--- src/rtl/forth_stack_ctrl.sv ---
// rtl/forth_stack_ctrl.sv - data/return stack controller caching TOS/NOS in registers and spilling deeper entries to RAM
// Optional synchronous clear port enabled by defining STACK_SYNC_CLEAR_EN.
module forth_stack_ctrl #(
  parameter int DATA_WIDTH = 16,
  parameter int ADDR_WIDTH = 10
) (
  input  logic                    clock,
  input  logic                    reset,
`ifdef STACK_SYNC_CLEAR_EN
  input  logic                    clear,
`endif
  input  logic                    op_valid,
  input  logic [2:0]              op,
  input  logic [DATA_WIDTH-1:0]   din,
  output logic                    op_ready,
  output logic [DATA_WIDTH-1:0]   tos,
  output logic [DATA_WIDTH-1:0]   nos,
  output logic [ADDR_WIDTH+1:0]   depth,
  output logic                    empty,
  output logic                    full,
  output logic                    overflow,
  output logic                    underflow,
  output logic [DATA_WIDTH-1:0]   mem_data,
  output logic [ADDR_WIDTH-1:0]   mem_write_addr,
  output logic [ADDR_WIDTH-1:0]   mem_read_addr,
  output logic                    mem_we,
  input  logic [DATA_WIDTH-1:0]   mem_q
);

  localparam logic [2:0] OP_NOP   = 3'd0;
  localparam logic [2:0] OP_PUSH  = 3'd1;
  localparam logic [2:0] OP_POP   = 3'd2;
  localparam logic [2:0] OP_DUP   = 3'd3;
  localparam logic [2:0] OP_SWAP  = 3'd4;
  localparam logic [2:0] OP_OVER  = 3'd5;
  localparam logic [2:0] OP_REPL  = 3'd6;
  localparam logic [2:0] OP_BINOP = 3'd7;

  localparam int                    MAX_DEPTH  = (1 << ADDR_WIDTH) + 2;
  localparam logic [ADDR_WIDTH+1:0] DEPTH_FULL = MAX_DEPTH[ADDR_WIDTH+1:0];
  localparam logic [ADDR_WIDTH+1:0] DEPTH_ONE  = {{(ADDR_WIDTH+1){1'b0}}, 1'b1};
  localparam logic [ADDR_WIDTH+1:0] DEPTH_TWO  = {{ADDR_WIDTH{1'b0}}, 2'b10};

  typedef enum logic {READY, LOAD} state_t;

  state_t                state;
  logic [ADDR_WIDTH:0]   sp;
  logic [ADDR_WIDTH:0]   sp_dec;
  logic                  clr;
  logic                  accept;
  logic                  has_one;
  logic                  has_two;
  logic                  deep;
  logic                  at_full;
  logic                  underflow_req;
  logic                  overflow_req;
  logic                  exec;
  logic                  grows;
  logic                  shrinks;
  logic                  spill;
  logic                  refill;

`ifdef STACK_SYNC_CLEAR_EN
  assign clr = clear;
`else
  assign clr = 1'b0;
`endif

  assign sp_dec  = sp - 1'b1;
  assign has_one = depth >= DEPTH_ONE;
  assign has_two = depth >= DEPTH_TWO;
  assign deep    = depth > DEPTH_TWO;
  assign at_full = depth == DEPTH_FULL;
  assign empty   = depth == '0;
  assign full    = at_full;
  assign accept  = op_valid & op_ready & ~clr;

  // Precondition checks: underflow takes precedence, an empty stack cannot be full anyway.
  always_comb begin
    underflow_req = 1'b0;
    overflow_req  = 1'b0;
    if (accept) begin
      case (op)
        OP_PUSH:            overflow_req = at_full;
        OP_POP, OP_REPL:    underflow_req = ~has_one;
        OP_DUP: begin
          underflow_req = ~has_one;
          overflow_req  = has_one & at_full;
        end
        OP_SWAP, OP_BINOP:  underflow_req = ~has_two;
        OP_OVER: begin
          underflow_req = ~has_two;
          overflow_req  = has_two & at_full;
        end
        default: ;
      endcase
    end
  end

  always_comb begin
    exec    = accept & ~underflow_req & ~overflow_req;
    grows   = exec & ((op == OP_PUSH) | (op == OP_DUP) | (op == OP_OVER));
    shrinks = exec & ((op == OP_POP) | (op == OP_BINOP));
    spill   = grows & has_two;
    refill  = shrinks & deep;
  end

  // The read issued in the accept cycle returns in LOAD, when nos captures it.
  assign mem_we         = spill;
  assign mem_write_addr = spill  ? sp[ADDR_WIDTH-1:0]     : '0;
  assign mem_data       = spill  ? nos                    : '0;
  assign mem_read_addr  = refill ? sp_dec[ADDR_WIDTH-1:0] : '0;

  always_ff @(posedge clock or posedge reset) begin
    if (reset) begin
      state     <= READY;
      op_ready  <= 1'b1;
      sp        <= '0;
      depth     <= '0;
      tos       <= '0;
      nos       <= '0;
      overflow  <= 1'b0;
      underflow <= 1'b0;
    end else begin
      overflow  <= overflow  | overflow_req;
      underflow <= underflow | underflow_req;
      if (clr) begin
        state    <= READY;
        op_ready <= 1'b1;
        sp       <= '0;
        depth    <= '0;
      end else begin
        case (state)
          READY: begin
            if (exec) begin
              case (op)
                OP_PUSH: begin
                  nos <= tos;
                  tos <= din;
                end
                OP_POP:  tos <= nos;
                OP_DUP:  nos <= tos;
                OP_SWAP, OP_OVER: begin
                  tos <= nos;
                  nos <= tos;
                end
                OP_REPL, OP_BINOP: tos <= din;
                default: ;
              endcase
              if (spill)
                sp <= sp + 1'b1;
              if (grows)
                depth <= depth + 1'b1;
              if (shrinks)
                depth <= depth - 1'b1;
              if (refill) begin
                sp       <= sp_dec;
                state    <= LOAD;
                op_ready <= 1'b0;
              end
            end
          end
          LOAD: begin
            nos      <= mem_q;
            state    <= READY;
            op_ready <= 1'b1;
          end
          default: begin
            state    <= READY;
            op_ready <= 1'b1;
          end
        endcase
      end
    end
  end

endmodule

--- config.mk ---
export PLATFORM = sky130hd
export DESIGN_NAME = forth_stack_ctrl
export DESIGN_NICKNAME = d
export VERILOG_FILES = /design/src/rtl/forth_stack_ctrl.sv
export SDC_FILE = /design/constraint.sdc
export NUM_CORES = 1
export LEC_CHECK = 0
export BUFFER_PORTS_ARGS = -buffer_cell sky130_fd_sc_hd__clkbuf_2
export CORE_ASPECT_RATIO = 1.75
export CORE_MARGIN = 2
export CORE_UTILIZATION = 51
export DETAILED_ROUTE_END_ITERATION = 10
export GPL_TIMING_DRIVEN = 0
export PLACE_DENSITY = 0.81
export SYNTH_ARGS = -nofsm -noshare
export SYNTH_HDL_FRONTEND = slang
export SYNTH_SLANG_ARGS = --single-unit
--- constraint.sdc ---
create_clock -name clock -period 3.3 [get_ports clock]
set_input_delay 0.825 -clock clock [delete_from_list [all_inputs] [get_ports clock]]
set_output_delay 0.825 -clock clock [all_outputs]
set_load 0.02 [all_outputs]
Yosys cells after proc, flatten, opt, wreduce, memory -nomap -nowiden
Cells that the tools add are included.
{ "classes": {"mul": 0, "eq_ne": 11, "n_mux": 21, "div": 0, "bitwise_logic": 19, "reduce_logical": 14, "addsub": 4, "shifts": 0, "magnitude_cmp": 3} }
{ "op_table": {"columns": ["cell", "n"], "rows": [
  ["$pmux W16 S2", 2],
  ["$mux W16", 3],
  ["$mux W12", 2],
  ["$mux W11", 2],
  ["$mux W10", 2],
  ["$add A12 B1 Y12 const B", 1],
  ["$eq A12 B11 Y1 const B", 1],
  ["$eq A3 B3 Y1 const B", 4],
  ["$ge A12 B1 Y1 const B", 1],
  ["$ge A12 B2 Y1 const B", 1],
  ["$gt A12 B2 Y1 const B", 1],
  ["$logic_not A12 Y1", 1],
  ["$reduce_or A3 Y1", 4],
  ["$sub A12 B1 Y12 const B", 1],
  ["$add A11 B1 Y11 const B", 1],
  ["$sub A11 B1 Y11 const B", 1],
  ["$and A1 B1 Y1", 9],
  ["$reduce_and A3 Y1", 3],
  ["$eq A3 B2 Y1 const B", 2],
  ["$mux W1", 6],
  ["$ne A2 B2 Y1 const B", 3],
  ["$pmux W1 S2", 3],
  ["$reduce_bool A2 Y1", 3],
  ["$not A1 Y1", 5],
  ["5 further kinds", 10]
]} }
{ "word_totals": {"mem_bits_rw": 0, "romBits": 0, "n_memories": 0, "latchBits": 0, "elab_cells": 80, "regBits": 59, "in_bits": 38, "out_inout_bits": 86} }

Logic depth before layout (Yosys ltp)
Gate-level depths: netlist of the first run.
{ "logic_depth": {"ltp_word": 12, "depth_mapped": 10, "ltp_nobuf": 8} }

Least setup slack after synthesis of the first run
Ideal clock, no wire load.
{ "synth_path": {"path_type": "reg2out", "start": "reg depth[2]", "end": "out mem_data[10]", "slack_ps": -34, "arrival_ps": 2509, "n_path_buf": 2, "required_time_ps": 2475, "stages_incl_launch_ff": 7, "path_cell_list": "dfrtp_1 > buf_2 > or4_4 > nor4_2 > a211oi_2 > clkbuf_1 > and2_1"} }
{ "synth_between": {"word_cells_on_any_way": 18, "classes_between": "order compare (2); eq/ne (1); mux (5); bitwise (10)"} }
{ "synth_lines": {"columns": ["item", "line", "text"], "rows": [
  ["start, declared", "18", "output logic [ADDR_WIDTH+1:0] depth,"],
  ["start signal, assigned", "153", "depth <= depth + 1'b1;"],
  ["start signal, assigned", "155", "depth <= depth - 1'b1;"],
  ["$eq A12 B11 Y1 *", "73", "assign at_full = depth == DEPTH_FULL;"],
  ["named net full", "20", "output logic full,"],
  ["$and A1 B1 Y1 (on tied branches)", "93, 88", null],
  ["$pmux W1 S3 *", "83", "case (op)"],
  ["$mux W1 *", "82", "if (accept) begin"],
  ["$not A1 Y1 *", "101", "exec = accept & ~underflow_req & ~overflow_req;"],
  ["$and A1 B1 Y1 *", "101", null],
  ["$and A1 B1 Y1 *", "102", "grows = exec & ((op == OP_PUSH) | (op == OP_DUP) | (op == OP_OVER));"],
  ["$and A1 B1 Y1 *", "104", "spill = grows & has_two;"],
  ["named net mem_we", "26", "output logic mem_we,"],
  ["$mux W16 *", "111", "assign mem_data = spill ? nos : '0;"],
  ["end, declared", "23", "output logic [DATA_WIDTH-1:0] mem_data,"]
]} }
Mark *: on every way through the listed nets, which the timed path passes. The rest lies on a longest branch.

Worst setup path in the final report of the first run
{ "layout_path": {"start": "reg depth[3]", "end": "out mem_data[0]"} }
{ "layout_between": {"elab_chain_cells": 10, "word_cells_on_any_way": 18, "classes_between": "order compare (2); eq/ne (1); mux (5); bitwise (10)"} }
{ "layout_rtl": {"columns": ["item", "line"], "rows": [
  ["$ge A12 B2 Y1 or $ge A12 B1 Y1 (tied branches)", "71, 70"],
  ["$not A1 Y1 (on tied branches)", null],
  ["$pmux W1 S2", "83"],
  ["$mux W1", "82"],
  ["$not A1 Y1", "101"],
  ["$and A1 B1 Y1 (2 in series)", "101"],
  ["$and A1 B1 Y1", "102"],
  ["$and A1 B1 Y1 *", "104"],
  ["$mux W16 *", "111"]
]} }
Every way passes the cells marked *; elsewhere a longest branch is shown, timed or not.

==> results of run 1 <==
-- power breakdown --
part           switching, mW  internal, mW
Sequential                 0         0.713
Clock                  0.304         0.597
Combinational         0.0421        0.0344
-- cell type report --
cell class	count	area (sq um)	area share
multi-input combinational	290	2040	0.429
sequential	58	1460	0.306
timing repair buffer	132	703	0.148
clock buffer	12	246	0.0518
buffer	25	143	0.0300
tap	84	105	0.0221
clock inverter	3	40.0	0.00841
inverter	7	26.3	0.00552
-- path summary, 6_finish.rpt --
path	endpoint	cells after the start
min in group clock	overflow$_DFF_PP0_	1
max in group asynchronous	tos[13]$_DFFE_PP0P_	3
worst max-delay path	mem_data[0]	7
worst min register to register	overflow$_DFF_PP0_	1
worst min-delay path	depth[8]$_DFFE_PP0P_	2
worst max register to register	depth[8]$_DFFE_PP0P_	9
-- flip-flops by register name, indices dropped and copies added (netlist names) --
| name | count |
|---|---|
| nos | 16 |
| tos | 16 |
| depth | 12 |
| sp | 10 |
| op_ready | 1 |
| overflow | 1 |
| state | 1 |
| underflow | 1 |
-- synthesized netlist by cell type (4+ instances only) --
| cell | number |
|---|---|
| sky130_fd_sc_hd__buf_2 | 7 |
| sky130_fd_sc_hd__ha_1 | 7 |
| sky130_fd_sc_hd__clkbuf_1 | 20 |
| sky130_fd_sc_hd__nor3_1 | 7 |
| sky130_fd_sc_hd__inv_1 | 7 |
| sky130_fd_sc_hd__nor2_1 | 47 |
| sky130_fd_sc_hd__and3_1 | 7 |
| sky130_fd_sc_hd__nand2b_1 | 18 |
| sky130_fd_sc_hd__mux2i_1 | 17 |
| sky130_fd_sc_hd__a22oi_1 | 4 |
| sky130_fd_sc_hd__a21oi_1 | 22 |
| sky130_fd_sc_hd__xor2_1 | 10 |
| sky130_fd_sc_hd__dfrtp_1 | 57 |
| sky130_fd_sc_hd__nand3_1 | 8 |
| sky130_fd_sc_hd__o21ai_1 | 7 |
| sky130_fd_sc_hd__o221a_1 | 16 |
| sky130_fd_sc_hd__xnor2_1 | 20 |
| sky130_fd_sc_hd__and2_1 | 29 |
| sky130_fd_sc_hd__nand2_1 | 17 |
-- timing repair --
item                       4_1_cts  5_1_grt
setup buffers                    5        5
resized for setup               17       15
cloned                           1        0
setup endpoints to repair       37       35
pin swaps                        2        2
-- cells by family (layout without fill, tap and decap cells) --
kind of cell | count (synthesis) | count (layout) | synth area share
compound gates | 74 | 74 | 0.155
xor+xnor | 30 | 30 | 0.0735
fa+ha+maj | 7 | 7 | 0.0245
buf+inv | 35 | 179 | 0.0413
flops | 58 | 58 | 0.406
mux | 19 | 19 | 0.0539
simple gates | 160 | 160 | 0.246
-- metrics by stage --
stage	utilization	total power [mW]	worst slack [ns]	std cells
after global routing	0.700	1.75	-0.0302	611
after detailed placement	0.634	0.800	-0.437	588
after floorplan	-	0.767	0.112	383
final	0.700	1.69	0.0610	611
after CTS	0.690	1.71	0.00578	607
after global placement	0.631	0.796	-0.406	587
-- routing by layer --
| metal | share of wire | global-route usage | vias up |
|---|---|---|---|
| met1 | 0.38 | 0.296 | 1674 |
| li1 | - | - | 1628 |
| met5 | 0 | 0 | - |
| met4 | 0.021 | 0.113 | 0 |
| met2 | 0.55 | 0.479 | 129 |
| met3 | 0.047 | 0.0597 | 22 |
-- cell usage in the layout (no fill, tap or decap), types with 5 or more instances in the layout --
| master | synthesis | layout |
|---|---|---|
| sky130_fd_sc_hd__xor2_1 | 10 | 10 |
| sky130_fd_sc_hd__clkbuf_1 | 20 | 14 |
| sky130_fd_sc_hd__nor3_1 | 7 | 6 |
| sky130_fd_sc_hd__xnor2_1 | 20 | 20 |
| sky130_fd_sc_hd__o21ai_1 | 7 | 6 |
| sky130_fd_sc_hd__and2_1 | 29 | 29 |
| sky130_fd_sc_hd__nand2_1 | 17 | 17 |
| sky130_fd_sc_hd__mux2i_1 | 17 | 17 |
| sky130_fd_sc_hd__buf_4 | 0 | 10 |
| sky130_fd_sc_hd__ha_1 | 7 | 6 |
| sky130_fd_sc_hd__buf_2 | 7 | 7 |
| sky130_fd_sc_hd__clkbuf_16 | 0 | 9 |
| sky130_fd_sc_hd__dfrtp_1 | 57 | 53 |
| sky130_fd_sc_hd__a21oi_1 | 22 | 22 |
| sky130_fd_sc_hd__nand2b_1 | 18 | 18 |
| sky130_fd_sc_hd__o221a_1 | 16 | 16 |
| sky130_fd_sc_hd__nand3_1 | 8 | 8 |
| sky130_fd_sc_hd__nor2_1 | 47 | 47 |
| sky130_fd_sc_hd__inv_1 | 7 | 5 |
| sky130_fd_sc_hd__and3_1 | 7 | 6 |
| sky130_fd_sc_hd__clkbuf_2 | 0 | 122 |
==> impl_results.rst, run 1 <==
.. list-table::
   :header-rows: 1

   * - Metric
     - Value
   * - Crit Path Category
     - register to primary output
   * - Top_reg_cell synth
     - sky130_fd_sc_hd__dfrtp_1
   * - Category of the worst setup path capture point
     - primary output
   * - Total inserted antenna cells
     - 0
   * - Total number of vias
     - 3453
   * - Sum of negative setup slack
     - 0 ns
   * - Fin crit share
     - 0.982
   * - Area added between synthesis and finish
     - 33.1%
   * - Req. time, crit path
     - 2.47 ns
   * - Final Wtd Congestion
     - 0.925
   * - Slowest CP cell
     - sky130_fd_sc_hd__or4_4
   * - Aggregate global-route resource usage
     - 0.268
   * - CTS clock-pin slew for the worst setup and hold paths
     - 0.05 ns
   * - Transition time at the pin with the least slew margin
     - 0.779 ns
   * - Remaining antenna violation count
     - 0
   * - Number of global-route vias before repair
     - 3189
   * - Run status
     - complete, no violations
   * - First-pass iteration count of the detailed router
     - 5
   * - Number of design rule violations left after detail routing
     - 0
   * - Num Clock Sinks
     - 58
   * - Cell taking the most area after synthesis
     - sky130_fd_sc_hd__dfrtp_1
   * - DPL Wire Length
     - 7170 um
   * - Share of the yosys chip area belonging to registers
     - 0.406
   * - Post-synthesis instance area
     - 0.00358 sq mm
   * - Vias per std cell
     - 5.65
   * - Clock root buffer master
     - sky130_fd_sc_hd__clkbuf_16
   * - Number of library cell types mapped by synthesis
     - 54
   * - PD cells
     - 355 mW/mm^2
   * - R2R setup slack
     - 0.57 ns
   * - Initial standard-cell utilization of the core
     - 0.526
   * - Clock tree from TritonCTS
     - built
   * - Register bit total from synthesis
     - 58
   * - Post-detailed-route wirelength per cell
     - 16.7 um
   * - Min-Delay Path Class
     - input pin to asynchronous set/reset pin
   * - Relative slew margins
     - 0.481
   * - Initial antenna violation count
     - 0
   * - Number of design-rule violations left by the first detailed-router iteration
     - 162
   * - Number of port buffers
     - 120
   * - Delay of the slowest critical-path stage
     - 0.57 ns
   * - Critical Path, Cell by Cell
     - or4_4 -> nor4_4 -> a211oi_4 -> buf_4 -> clkbuf_4 -> and2_1 -> buf_2
   * - Yosys Warn Count
     - 0
   * - Total of hold buffers inserted after clock tree synthesis
     - 0
   * - Floorplan core area
     - 0.00681 sq mm
   * - Synth Net Count
     - 428
   * - Startpoint class of the critical path
     - register
   * - CTS H-tree lvls
     - 3
   * - Cell family with most CP delay
     - simple AND/OR/NAND/NOR gates
   * - Top cells by area in the synthesized netlist
     - sky130_fd_sc_hd__dfrtp_1, sky130_fd_sc_hd__and2_1, sky130_fd_sc_hd__o221a_1, sky130_fd_sc_hd__nor2_1, sky130_fd_sc_hd__xnor2_1
   * - Maximum resistive drop on vdd
     - 0.317 mV
   * - R2R Path Start
     - depth[0]$_DFFE_PP0P_
   * - Width of the die
     - 67.3 um
   * - Portion of synthesized cell area occupied by the leading cell type
     - 0.399
   * - Clock insertion delay at the later pin of the skew report
     - 0.33 ns
   * - Largest fanout on the critical path
     - 7
   * - Leakage
     - 2.41 nW
   * - Post-Route Hold Slack
     - 0.477 ns
   * - Async set-or-reset flop fraction in the synthesized netlist
     - 1.00
   * - DIE HEIGHT
     - 115 um
   * - Setup skew after layout
     - 0.00477 ns
   * - Die Area
     - 0.00773 sq mm
   * - Maximum Capacitance Violations
     - 0
   * - Highest clock frequency the design can meet
     - 0.309 GHz
   * - Post-synthesis area per instance
     - 9.34 sq um
   * - Final hold vios
     - 0
   * - # nets final
     - 568
   * - Share of cells above drive strength 1
     - 0.357
   * - Cells after Synth
     - 383
   * - Total Routed Length
     - 10200 um
   * - I/O pin cnt
     - 124
   * - Largest net degree at the start of global routing
     - 42
   * - Global route overflow
     - 0
   * - Worst endpoint data arrival time
     - 2.41 ns
   * - Filler cell count in the final layout
     - 565
   * - Post-detailed-placement cell area
     - 0.00431 sq mm
   * - Combined buffer and inverter count along the critical path
     - 3
   * - Global-route wire length before repair
     - 15500 um
   * - Post-layout minimum cycle time
     - 3.24 ns
   * - Pins Over Slew Limit
     - 0
   * - Placement row count
     - 40
   * - Setup-violating endpoint count in the final report
     - 0
   * - CP Launch Point
     - depth[3]$_DFFE_PP0P_
   * - Worst-case clock buffer depth
     - 2
   * - EDFF count, synth
     - 0
   * - Number of clock buffers inserted by TritonCTS
     - 9
   * - Cell area after layout
     - 0.00476 sq mm
(Power assumes the default switching activity.)
==> inputs of run 2 (changes only) <==
- CORE_UTILIZATION: 51 -> 50
- PLACE_DENSITY: 0.81 -> 0.8
==> run 2 against run 1 <==
Effect of this change:
- clock power decreased by 6.0%
- largest power group unchanged
- clock-buffer cell count decreased by 1
- sequential power about the same
- critical path type unchanged
==> impl_results.rst, run 2 (synthesis gave the netlist of run 1 again) <==
.. list-table::
   :header-rows: 1

   * - Metric
     - Value
   * - Run status
     - complete, no violations (unchanged)
   * - Number of design-rule violations left by the first detailed-router iteration
     - 225 (was 162)
   * - Total inserted antenna cells
     - 0 (unchanged)
   * - DPL Wire Length
     - 7520 um (was 7170 um)
   * - Sum of negative setup slack
     - 0 ns (unchanged)
   * - Area added between synthesis and finish
     - 33.1% (unchanged)
   * - Number of clock buffers inserted by TritonCTS
     - 9 (unchanged)
   * - Total Routed Length
     - 10400 um (was 10200 um)
   * - PD cells
     - 344 mW/mm^2 (was 355 mW/mm^2)
   * - Worst endpoint data arrival time
     - 2.40 ns (was 2.41 ns)
   * - Hold path startpoint
     - underflow$_DFF_PP0_
   * - Total number of vias
     - 3506 (was 3453)
   * - Final hold vios
     - 0 (unchanged)
   * - Largest net degree at the start of global routing
     - 41 (was 42)
   * - Floorplan core area
     - 0.00691 sq mm (was 0.00681 sq mm)
   * - # nets final
     - 570 (was 568)
   * - Top Registers
     - nos: 16 flops, tos: 16 flops, depth: 12 flops (unchanged)
   * - Global-route wire length before repair
     - 15900 um (was 15500 um)
   * - CTS H-tree lvls
     - 3 (unchanged)
   * - Category of the worst setup path capture point
     - primary output (unchanged)
   * - Post-detailed-route wirelength per cell
     - 16.9 um (was 16.7 um)
   * - Pins Over Slew Limit
     - 0 (unchanged)
   * - Highest clock frequency the design can meet
     - 0.310 GHz (was 0.309 GHz)
   * - Setup-violating endpoint count in the final report
     - 0 (unchanged)
   * - Min setup slack post-route
     - 0.0781 ns (was 0.0610 ns)
   * - Num Clock Sinks
     - 58 (unchanged)
   * - Overall power of the completed layout
     - 1.64 mW (was 1.69 mW)
   * - Global route overflow
     - 0 (unchanged)
   * - End of the worst register-to-register path
     - depth[8]$_DFFE_PP0P_ (unchanged)
   * - Worst-case reg-to-reg path depth
     - 9 (unchanged)
   * - Clock insertion delay at the later pin of the skew report
     - 0.33 ns (about the same)
   * - Width of the die
     - 67.9 um (was 67.3 um)
   * - Final Wtd Congestion
     - 0.878 (was 0.925)
   * - Min-Delay Path Class
     - register to register (was input pin to asynchronous set/reset pin)
   * - Placement row count
     - 40 (unchanged)
   * - Transition time at the pin with the least slew margin
     - 0.723 ns (was 0.779 ns)
   * - Commonest cells after routing, fill and taps aside
     - sky130_fd_sc_hd__clkbuf_2, sky130_fd_sc_hd__dfrtp_1, sky130_fd_sc_hd__nor2_1, sky130_fd_sc_hd__and2_1, sky130_fd_sc_hd__a21oi_1 (unchanged)
   * - Die Area
     - 0.00787 sq mm (was 0.00773 sq mm)
   * - Crit Path Category
     - register to primary output (unchanged)
   * - Post-layout minimum cycle time
     - 3.22 ns (was 3.24 ns)
   * - Aggregate global-route resource usage
     - 0.267 (was 0.268)
   * - Vias per std cell
     - 5.71 (was 5.65)
   * - Remaining antenna violation count
     - 0 (unchanged)
   * - DIE HEIGHT
     - 116 um (was 115 um)
   * - Number of design rule violations left after detail routing
     - 0 (unchanged)
   * - Number of global-route vias before repair
     - 3278 (was 3189)
   * - I/O pin cnt
     - 124 (unchanged)
   * - Post-detailed-placement cell area
     - 0.00431 sq mm (unchanged)
   * - Number of port buffers
     - 120 (unchanged)
   * - First-pass iteration count of the detailed router
     - 4 (was 5)
   * - Initial antenna violation count
     - 0 (unchanged)
   * - Maximum Capacitance Violations
     - 0 (unchanged)
   * - Startpoint class of the critical path
     - register (unchanged)
   * - Maximum resistive drop on vdd
     - 0.253 mV (was 0.317 mV)
   * - R2R Path Start
     - depth[0]$_DFFE_PP0P_ (unchanged)
   * - R2R setup slack
     - 0.63 ns (was 0.57 ns)
   * - Share of cells above drive strength 1
     - 0.370 (was 0.357)
   * - Cell area after layout
     - 0.00476 sq mm (unchanged)
   * - Clock tree from TritonCTS
     - built (unchanged)
   * - Worst slack at placement
     - -0.412 ns (was -0.437 ns)
   * - Req. time, crit path
     - 2.47 ns (about the same)
   * - CTS clock-pin slew for the worst setup and hold paths
     - 0.05 ns (about the same)
   * - Filler cell count in the final layout
     - 575 (was 565)
   * - Worst-case clock buffer depth
     - 2 (unchanged)
   * - Setup skew after layout
     - 0.00666 ns (was 0.00477 ns)
   * - Relative slew margins
     - 0.518 (was 0.481)
   * - Largest fanout on the critical path
     - 10 (was 7)
   * - Fin crit share
     - 0.976 (was 0.982)
   * - Initial standard-cell utilization of the core
     - 0.518 (was 0.526)
   * - Leakage
     - 2.40 nW (was 2.41 nW)
   * - Endpoint of the worst hold-timing path
     - underflow$_DFF_PP0_
   * - Most common cell after layout, fill and taps aside
     - sky130_fd_sc_hd__clkbuf_2 (unchanged)
   * - Clock root buffer master
     - sky130_fd_sc_hd__clkbuf_16 (unchanged)
   * - Cell depth of the worst min-delay path
     - 1
-- run 2: cell types whose count changed in the layout (fill, tap and decap cells not counted), moves of 2 or more --
cell | previous run | this run
sky130_fd_sc_hd__buf_4 | 10 | 13
sky130_fd_sc_hd__clkbuf_1 | 14 | 12
sky130_fd_sc_hd__dfrtp_1 | 53 | 50
sky130_fd_sc_hd__clkbuf_2 | 122 | 124
sky130_fd_sc_hd__clkbuf_8 | 4 | 1
sky130_fd_sc_hd__clkinvlp_4 | 0 | 2
sky130_fd_sc_hd__dfrtp_2 | 4 | 7
-- run 2: worst max path at each step --
stage	startpoint	endpoint	slack, ns	cells past startpoint
finish	depth[8]$_DFFE_PP0P_	mem_data[13]	0.08	7
global route	depth[11]$_DFFE_PP0P_	mem_data[12]	-0.004	7
CTS	depth[8]$_DFFE_PP0P_	mem_write_addr[3]	0.007	8
detailed placement	op[0]	mem_write_addr[8]	-0.41	7
global placement	op[0]	mem_write_addr[8]	-0.37	7
floorplan	op[0]	mem_data[10]	0.11	6
-- run 2: worst max-delay path: stages, from the launching register on --
cell and delay (ns):
sky130_fd_sc_hd__dfrtp_2 0.42, sky130_fd_sc_hd__or4b_4 0.58, sky130_fd_sc_hd__nor4_4 0.39, sky130_fd_sc_hd__a211oi_4 0.07
sky130_fd_sc_hd__buf_4 0.14, sky130_fd_sc_hd__buf_4 0.15, sky130_fd_sc_hd__and2_1 0.15, sky130_fd_sc_hd__clkbuf_2 0.15
-- run 2: per-stage QoR --
stage / hold WS [ns] / utilization / instances
after floorplan: 0.478 / - / 383
after global placement: 0.470 / 0.622 / 587
after detailed placement: 0.461 / 0.624 / 588
after CTS: 0.483 / 0.678 / 611
after global routing: 0.495 / 0.689 / 614
final: 0.484 / 0.689 / 614
-- run 2: metal layers --
metal  track usage  part of all wire
met1         0.293              0.36
met2         0.478              0.55
met3        0.0515             0.055
met4         0.123             0.033
met5             0                 0
-- run 2: where the power goes --
part	switching [mW]	internal [mW]	total, mW
logic	0.0436	0.0348	0.0784
clock network	0.324	0.523	0.847
registers	0	0.712	0.712
-- run 2: cell type report --
cell class / instances / area [sq um] / share of cell area
timing repair buffer: 135 / 738 / 0.155
tap: 84 / 105 / 0.0221
buffer: 24 / 115 / 0.0242
sequential: 58 / 1460 / 0.307
clock inverter: 5 / 30.0 / 0.00631
clock buffer: 11 / 243 / 0.0510
inverter: 7 / 26.3 / 0.00552
multi-input combinational: 290 / 2040 / 0.429
-- run 2: timing repair --
action | CTS | global route
resized for setup | 17 | 11
pin swaps | 3 | 3
hold buffers | 0 | 0
setup buffers | 7 | 7
gates cloned | 0 | 0
endpoints found under the hold margin | 0 | 0
setup endpoints to repair | 37 | 36
